File: src/rtl/alu_flag_stage.sv
// alu_flag_stage: two-entry skid-buffered flag/result register with sticky overflow and saturating event counter.
// Define SATURATE_EN to clamp overflowed results to the signed limits before buffering.
module alu_flag_stage #(
    parameter int CNT_W = 16
) (
    input  logic             clk,
    input  logic             rst_n,
    input  logic             in_valid,
    output logic             in_ready,
    input  logic [31:0]      in_result,
    input  logic             in_of,
    input  logic             in_cf,
    input  logic             in_zf,
    input  logic             in_nf,
    output logic             out_valid,
    input  logic             out_ready,
    output logic [31:0]      out_result,
    output logic             out_of,
    output logic             out_cf,
    output logic             out_zf,
    output logic             out_nf,
    input  logic             clr_sticky,
    output logic             sticky_of,
    output logic [CNT_W-1:0] ovf_count
);
    logic [35:0] in_e, out_e, skid_e;
    logic        skid_v, acc, dlv, ovf_acc;
`ifdef SATURATE_EN
    // wrapped negative means the true result was positive, so clamp to the opposite limit
    assign in_e = in_of ? {in_nf ? 32'h7fffffff : 32'h80000000, 1'b1, in_cf, 1'b0, ~in_nf}
                        : {in_result, in_of, in_cf, in_zf, in_nf};
`else
    assign in_e = {in_result, in_of, in_cf, in_zf, in_nf};
`endif
    assign in_ready = !skid_v;
    assign acc      = in_valid && in_ready;
    assign dlv      = out_valid && out_ready;
    assign ovf_acc  = acc && in_e[3];
    assign {out_result, out_of, out_cf, out_zf, out_nf} = out_e;
    always_ff @(posedge clk or negedge rst_n) begin
        if (!rst_n) begin
            out_valid <= 1'b0;
            skid_v    <= 1'b0;
            out_e     <= '0;
            skid_e    <= '0;
            sticky_of <= 1'b0;
            ovf_count <= '0;
        end else begin
            if (!out_valid || dlv) begin
                out_valid <= skid_v || acc;
                skid_v    <= 1'b0;
                if (skid_v)
                    out_e <= skid_e;
                else if (acc)
                    out_e <= in_e;
            end else if (acc) begin
                skid_e <= in_e;
                skid_v <= 1'b1;
            end
            sticky_of <= ovf_acc || (sticky_of && !clr_sticky);
            if (clr_sticky)
                ovf_count <= ovf_acc ? CNT_W'(1) : '0;
            else if (ovf_acc && ovf_count != '1)
                ovf_count <= ovf_count + CNT_W'(1);
        end
    end
endmodule
File: config.mk
export PLATFORM = sky130hd
export DESIGN_NAME = alu_flag_stage
export DESIGN_NICKNAME = d
export VERILOG_FILES = /design/src/rtl/alu_flag_stage.sv
export SDC_FILE = /design/constraint.sdc
export NUM_CORES = 1
export LEC_CHECK = 0
export ABC_AREA = 1
export BUFFER_PORTS_ARGS = -buffer_cell sky130_fd_sc_hd__buf_4
export CAP_MARGIN = 30
export CORE_ASPECT_RATIO = 0.6
export CORE_MARGIN = 10
export CORE_UTILIZATION = 35
export CTS_CLUSTER_DIAMETER = 120
export DETAILED_ROUTE_END_ITERATION = 8
export GPL_TIMING_DRIVEN = 0
export PLACE_DENSITY = 0.59
export SYNTH_ARGS = -nofsm -noshare
export SYNTH_HDL_FRONTEND = slang
export SYNTH_SLANG_ARGS = --single-unit
export TNS_END_PERCENT = 30
File: constraint.sdc
create_clock -name clk -period 2.5 [get_ports clk]
set_input_delay 0.125 -clock clk [delete_from_list [all_inputs] [get_ports clk]]
set_output_delay 0.125 -clock clk [all_outputs]
set_load 0.02 [all_outputs]
==> flow_summary_export.csv, run 1 <==
group,metric,value,unit
logic_synthesis,ys_warn_count,0,
timing,clock_skew,0.00526,ns
die,num_rows,30,
setup_path,cp_slowest_cell,"buf_1",
place,dp_hpwl,8520,um
setup_path,worstSetupStartpointType,"flop",
timing,layout_worst_path_cycle_share,0.760,
pwr,p_sw_frac,0.284,
grt,grt_usage,0.135,
finish,layout_common_cells,"137 x nand2_1, 95 x buf_4, 91 x dfrtp_1, 55 x nor2_1, 36 x a31oi_1",
setup_path,path_cells,"buf_2 > inv_2 > buf_1 > buf_4",
timing,period_minus_slack,1.90,ns
die,dieArea,0.0165,mm2
die,die_h,104,um
die,die_w,159,um
finish,diodes,0,
logic_synthesis,syn_area,0.00409,mm2
grt,grt_pass1_wl,18400,um
logic_synthesis,ys_seq_elements,91,
logic_synthesis,ys_types,24,
clocking,clock_latency,0.33,ns
logic_synthesis,synth_top_area_frac,0.557,
pwr,power_frac_comb,0.212,
place,place.gp.congestion,0.881,
logic_synthesis,syn_area_per_cell,9.33,um2
setup_path,crit_family,"buffers and inverters",
logic_synthesis,yosysSeqAreaShare,0.557,
clocking,cts_made_buffers,9,
pwr,ir_drop,365,uV
setup_path,slowest_delay,0.44,ns
pwr,pwr-share-seq,0.454,
timing,rsz0062_at_grt,"false",
drt,drcViolationCount,0,
logic_synthesis,synthTopCellsByArea,"dfrtp_1 56%, nand2_1 13%, mux2_1 6.1%, a31oi_1 5.5%, nor2_1 5.1%",
pwr,switchingPower,0.00117,W
setup_path,path_buf_inv,4,
grt,grt_pass1_vias,3453,
setup_path,r2r_slack,0.60,ns
timing,tightest_slew,0.588,ns
place,port_buffers,95,
clocking,clock_path_buffers,2,
die,start_util,0.360,
drt,viasPerCell,4.77,
setup_path,end_kind,"output port",
pwr,power_density,767,mW/mm2
clocking,clkTransAtPathRegs,0.07,ns
timing,slew_violations,0,
finish,fin_nets,592,
run,maxCapViolCount,0,
logic_synthesis,yosysTopAreaCell,"dfrtp_1",
drt,dr.first_iter.drc_count,163,
drt,post_drt_wl_per_cell,15.5,um
timing,setup_viol,0,
die,core-area,0.0113,mm2
drt,postRouteAntennaNets,0,
clocking,clock-sinks,91,
timing,hold_viol,0,
timing,tns,0,ns
pwr,p_leak,2.53,nW
logic_synthesis,netlist_instances,438,
grt,grt_max_degree,49,
timing,hold_ws,0.0180,ns
setup_path,worstPathRequired,2.38,ns
clocking,htreeDepth,3,
finish,final_common_cell,"nand2_1",
finish,drive_gt1_frac,0.263,
finish,fin_util,0.475,
worst_hold_path,hold_class,"in -> reg",
timing,slew-limit-headroom,0.608,
logic_synthesis,synthesis.nets,480,
finish,syn_to_final_growth,31.9,%
pwr,power.internal,0.00296,W
setup_path,worstPathMaxFanout,10,
grt,antenna_found_initial,0,
drt,firstDrtPassIters,4,
die,ios,96,
clocking,cts_tree,"done",
outcome,status,"finished clean",
clocking,root_buffer,"clkbuf_16",
drt,vias,3413,
pwr,clockPowerShare,0.334,
grt,overflow,0,
timing,max_freq,526,MHz
setup_path,cp.arrival,1.77,ns
setup_path,crit_type,"reg -> out",
drt,wl,11100,um
worst paths after layout:
| check | start | to | cells after the start |
|---|---|---|---|
| worst max-delay path | skid_v | in_ready | 4 |
| worst min register to register | skid_e[8] | skid_e[8] | 1 |
| min in group asynchronous | rst_n | skid_e[27] | 2 |
| max in group asynchronous | rst_n | skid_e[11] | 3 |
| worst min-delay path | in_result[17] | skid_e[21] | 2 |
| worst max register to register | ovf_count[0] | ovf_count[9] | 9 |
power groups by stage:
| stage | Sequential (W) | Clock [W] | Combinational, W |
|---|---|---|---|
| after global routing | 0.00191 | 0.00150 | 0.000968 |
| after floorplan | 0.00202 | 0 | 0.000343 |
| after detailed placement | 0.00191 | 0 | 0.000891 |
| final | 0.00188 | 0.00138 | 0.000876 |
| after global placement | 0.00189 | 0 | 0.000869 |
| after CTS | 0.00188 | 0.00143 | 0.000896 |
metrics by stage:
step	cells	area, um2	total power, W	setup WS (ns)
2_1_floorplan	438	4090	0.00237	0.857
3_3_place_gp	693	5000	0.00276	0.667
3_5_place_dp	694	5030	0.00280	0.637
4_1_cts	714	5380	0.00421	0.571
5_1_grt	715	5390	0.00438	0.466
6_report	715	5390	0.00413	0.600
synthesized netlist by cell type, drive strengths merged:
| cell type | number |
|---|---|
| a21oi | 3 |
| a31oi | 36 |
| buf | 11 |
| clkbuf | 9 |
| dfrtp | 91 |
| ha | 1 |
| inv | 19 |
| mux2 | 36 |
| nand2 | 138 |
| nand3 | 15 |
| nand3b | 2 |
| nand4 | 12 |
| nor2 | 60 |
| o21ai | 1 |
| or2 | 1 |
| xor2 | 3 |
area by class of cell:
type / count / area (um2)
buffer: 20 / 93.8
fill: 1109 / 5950
sequential: 91 / 2280
clock buffer: 11 / 253
multi-input combinational: 308 / 1640
timing repair buffer: 101 / 791
tap: 160 / 200
clock inverter: 5 / 60.1
inverter: 19 / 71.3
per-layer routing:
layer,routed length [um],vias up,GRT usage,share of wire
met5,0,-,0,0
li1,-,1676,-,-
met4,174,0,0.0441,0.016
met2,4970,96,0.207,0.45
met3,563,14,0.0352,0.051
met1,5380,1627,0.182,0.48
sequential cells by signal, indices dropped and copies added (netlist names):
name	count
skid_v	1
skid_e	36
sticky_of	1
out_valid	1
out_e	36
ovf_count	16
worst register-to-register path: cells and delay by family (launching register included):
| kind | cells | cell delay [ns] |
|---|---|---|
| simple gates | 7 | 0.86 |
| buf+inv | 1 | 0.30 |
| fa+ha+maj | 1 | 0.25 |
| flops | 1 | 0.43 |
timing repair:
item                      in CTS  in global routing
buffers inserted               0                  0
resized for setup              0                  0
hold buffers                   4                  1
hold endpoints to repair      46                  1
cells by family after synthesis:
| group | after synthesis | share of synthesized area |
|---|---|---|
| mux | 36 | 0.0992 |
| buf+inv | 39 | 0.0404 |
| compound gates | 40 | 0.0600 |
| xor+xnor | 3 | 0.00643 |
| flops | 91 | 0.557 |
| fa+ha+maj | 1 | 0.00306 |
| simple gates | 228 | 0.233 |
No activity file was read; power rests on OpenSTA's default activity.
==> run 2: changes to the inputs <==
- PLACE_DENSITY: 0.59 -> 0.61
- clock period: 2.5 -> 1.6 ns (I/O delays scaled with it)
==> run 2 against run 1 <==
Hold slack got worse by 0.0036 ns. Via count increased by 8.5%. Die area unchanged. Register-to-register slack worse by 0.58 ns. Final area increased by 11%. Worst setup slack got worse by 0.58 ns. First-iteration DRC count is 30% higher. Clock power up 51%. Routed wire length rose by 8.1%. Core utilization increased by 5.4 points. Combinational power rose by 72%. Critical path type is now reg -> reg.
==> flow_summary_export.csv, run 2 (synthesized netlist as in run 1, its figures left out) <==
group,metric,value,unit
outcome,status,"finished clean",
setup_path,end_kind,"flop",
pwr,ir_drop,590,uV
pwr,finalPower,0.00653,W
setup_path,crit_type,"reg -> reg",
drt,dr.first_iter.drc_count,212,
setup_path,timing.critical_path.mode_cell,"nor2_4",
setup_path,worstPathMaxFanout,5,
run,maxCapViolCount,0,
clocking,clock_path_buffers,2,
pwr,power_density,1090,mW/mm2
pwr,clockPowerShare,0.319,
finish,diodes,0,
place,dp_hpwl,8530,um
die,dieArea,0.0165,mm2
clocking,clkTransAtPathRegs,0.06,ns
grt,grt_max_degree,69,
drt,postRouteAntennaNets,0,
grt,antenna_found_initial,0,
place,place_area,0.00503,mm2
clocking,cts_tree,"done",
drt,vias,3702,
drt,drcViolationCount,0,
pwr,power_frac_comb,0.231,
die,die_w,159,um
finish,layout_common_cells,"120 x nand2_1, 113 x buf_4, 78 x dfrtp_1, 49 x nor2_1",
clocking,htreeDepth,3,
drt,viasPerCell,4.85,
setup_path,slowest_delay,0.39,ns
die,start_util,0.360,
timing,slew-limit-headroom,0.647,
die,num_rows,30,
grt,overflow,0,
finish,fillers,1019,
finish,fin_nets,641,
setup_path,cp_slowest_cell,"dfrtp_2",
timing,setup_viol,0,
setup_path,worstSetupStartpointType,"flop",
grt,grt_pass1_vias,3589,
timing,tightest_slew,0.530,ns
setup_path,r2r-start,"ovf_count[1]",
place,pre_cts_ws,-0.266,ns
timing,hold_viol,0,
setup_path,startpoint,"ovf_count[1]",
pwr,pwr-share-seq,0.450,
drt,post_drt_wl_per_cell,15.7,um
setup_path,r2r_slack,0.02,ns
finish,finalInstanceArea,0.00600,mm2
pwr,p_sw_frac,0.291,
timing,setup_ws,0.0199,ns
setup_path,path_cells,"ha_4 > nand2_4 > nor2_4 > nand2_4 > nor2_4 > nor2_4 > nor2_8 > clkbuf_16 > nand2_2 > nand2_1",
setup_path,crit_family,"simple AND/OR/NAND/NOR gates",
setup_path,cp.arrival,1.84,ns
timing,hold_ws,0.0145,ns
timing,clock_skew,0.00628,ns
timing,rsz0062_at_grt,"true",
grt,grt_pass1_wl,19000,um
clocking,clock-sinks,91,
clocking,cts_made_buffers,9,
timing,max_freq,633,MHz
drt,wl,12000,um
pwr,p_leak,2.81,nW
clocking,root_buffer,"clkbuf_16",
die,die_h,104,um
grt,grt_usage,0.138,
timing,period_minus_slack,1.58,ns
finish,syn_to_final_growth,46.8,%
finish,final_common_cell,"nand2_1",
clocking,clock_latency,0.33,ns
pwr,switchingPower,0.00190,W
finish,drive_gt1_frac,0.343,
pwr,power.internal,0.00463,W
timing,layout_worst_path_cycle_share,0.988,
finish,largest_registers,"out_e (36), skid_e (36), ovf_count (16)",
worst_hold_path,hold_start,"in_of",
setup_path,path_buf_inv,1,
place,port_buffers,95,
die,core-area,0.0113,mm2
place,place.gp.congestion,0.891,
timing,slew_violations,0,
die,ios,96,
worst_hold_path,hold_class,"in -> reg",
setup_path,worstPathRequired,1.86,ns
drt,firstDrtPassIters,4,
[run 2: cell types whose count changed in the layout (fill, tap and decap cells not counted), sizes merged]
cell / change
dlygate4sd3: +31
buf: +16
clkbuf: +1
clkinvlp: +1
[run 2: per-layer routing]
layer / vias to the layer above / GRT usage / wire (um)
met3: 14 / 0.0364 / 576
met4: 0 / 0.0474 / 194
met1: 1815 / 0.184 / 5680
met5: - / 0 / 0
met2: 96 / 0.212 / 5540
li1: 1777 / - / -
[run 2: area by class of cell]
| class | instances | area (um2) | share of cell area |
|---|---|---|---|
| Inverter | 19 | 73.8 | 0.0123 |
| Timing Repair Buffer | 150 | 1270 | 0.211 |
| Multi-Input combinational cell | 308 | 1750 | 0.292 |
| Clock buffer | 10 | 229 | 0.0382 |
| Tap cell | 160 | 200 | 0.0334 |
| Buffer | 20 | 119 | 0.0198 |
| Clock inverter | 6 | 63.8 | 0.0106 |
| Sequential cell | 91 | 2290 | 0.382 |
[run 2: what timing repair did]
action / in CTS / in global routing
endpoints found under the setup margin: 75 / 64
resized for setup: 16 / 44
pin swaps: 1 / 13
endpoints found under the hold margin: 58 / 0
buffers inserted: 4 / 12
hold buffers: 36 / 0
gates cloned: 1 / 1
[run 2: power by group through the flow]
stage / Combinational, W / Sequential, W / Clock, W
floorplan: 0.000536 / 0.00316 / 0
global placement: 0.00135 / 0.00296 / 0
detailed placement: 0.00139 / 0.00298 / 0
CTS: 0.00149 / 0.00294 / 0.00213
global route: 0.00164 / 0.00299 / 0.00224
finish: 0.00151 / 0.00294 / 0.00208
[run 2: path summary, 6_finish.rpt]
| check | to | depth (start not counted) |
|---|---|---|
| setup / recovery | ovf_count[10] | 10 |
| hold / removal | skid_e[3] | 2 |
| setup reg to reg | ovf_count[10] | 10 |
| hold reg to reg | skid_e[20] | 1 |
| max in group asynchronous | ovf_count[6] | 3 |
| min in group asynchronous | skid_e[26] | 2 |
[run 2: through the flow]
stage / util / TNS (ns) / cells
floorplan: - / 0 / 438
global placement: 0.441 / -2.22 / 693
detailed placement: 0.444 / -5.44 / 694
CTS: 0.508 / 0 / 751
global route: 0.529 / -0.478 / 764
finish: 0.529 / 0 / 764
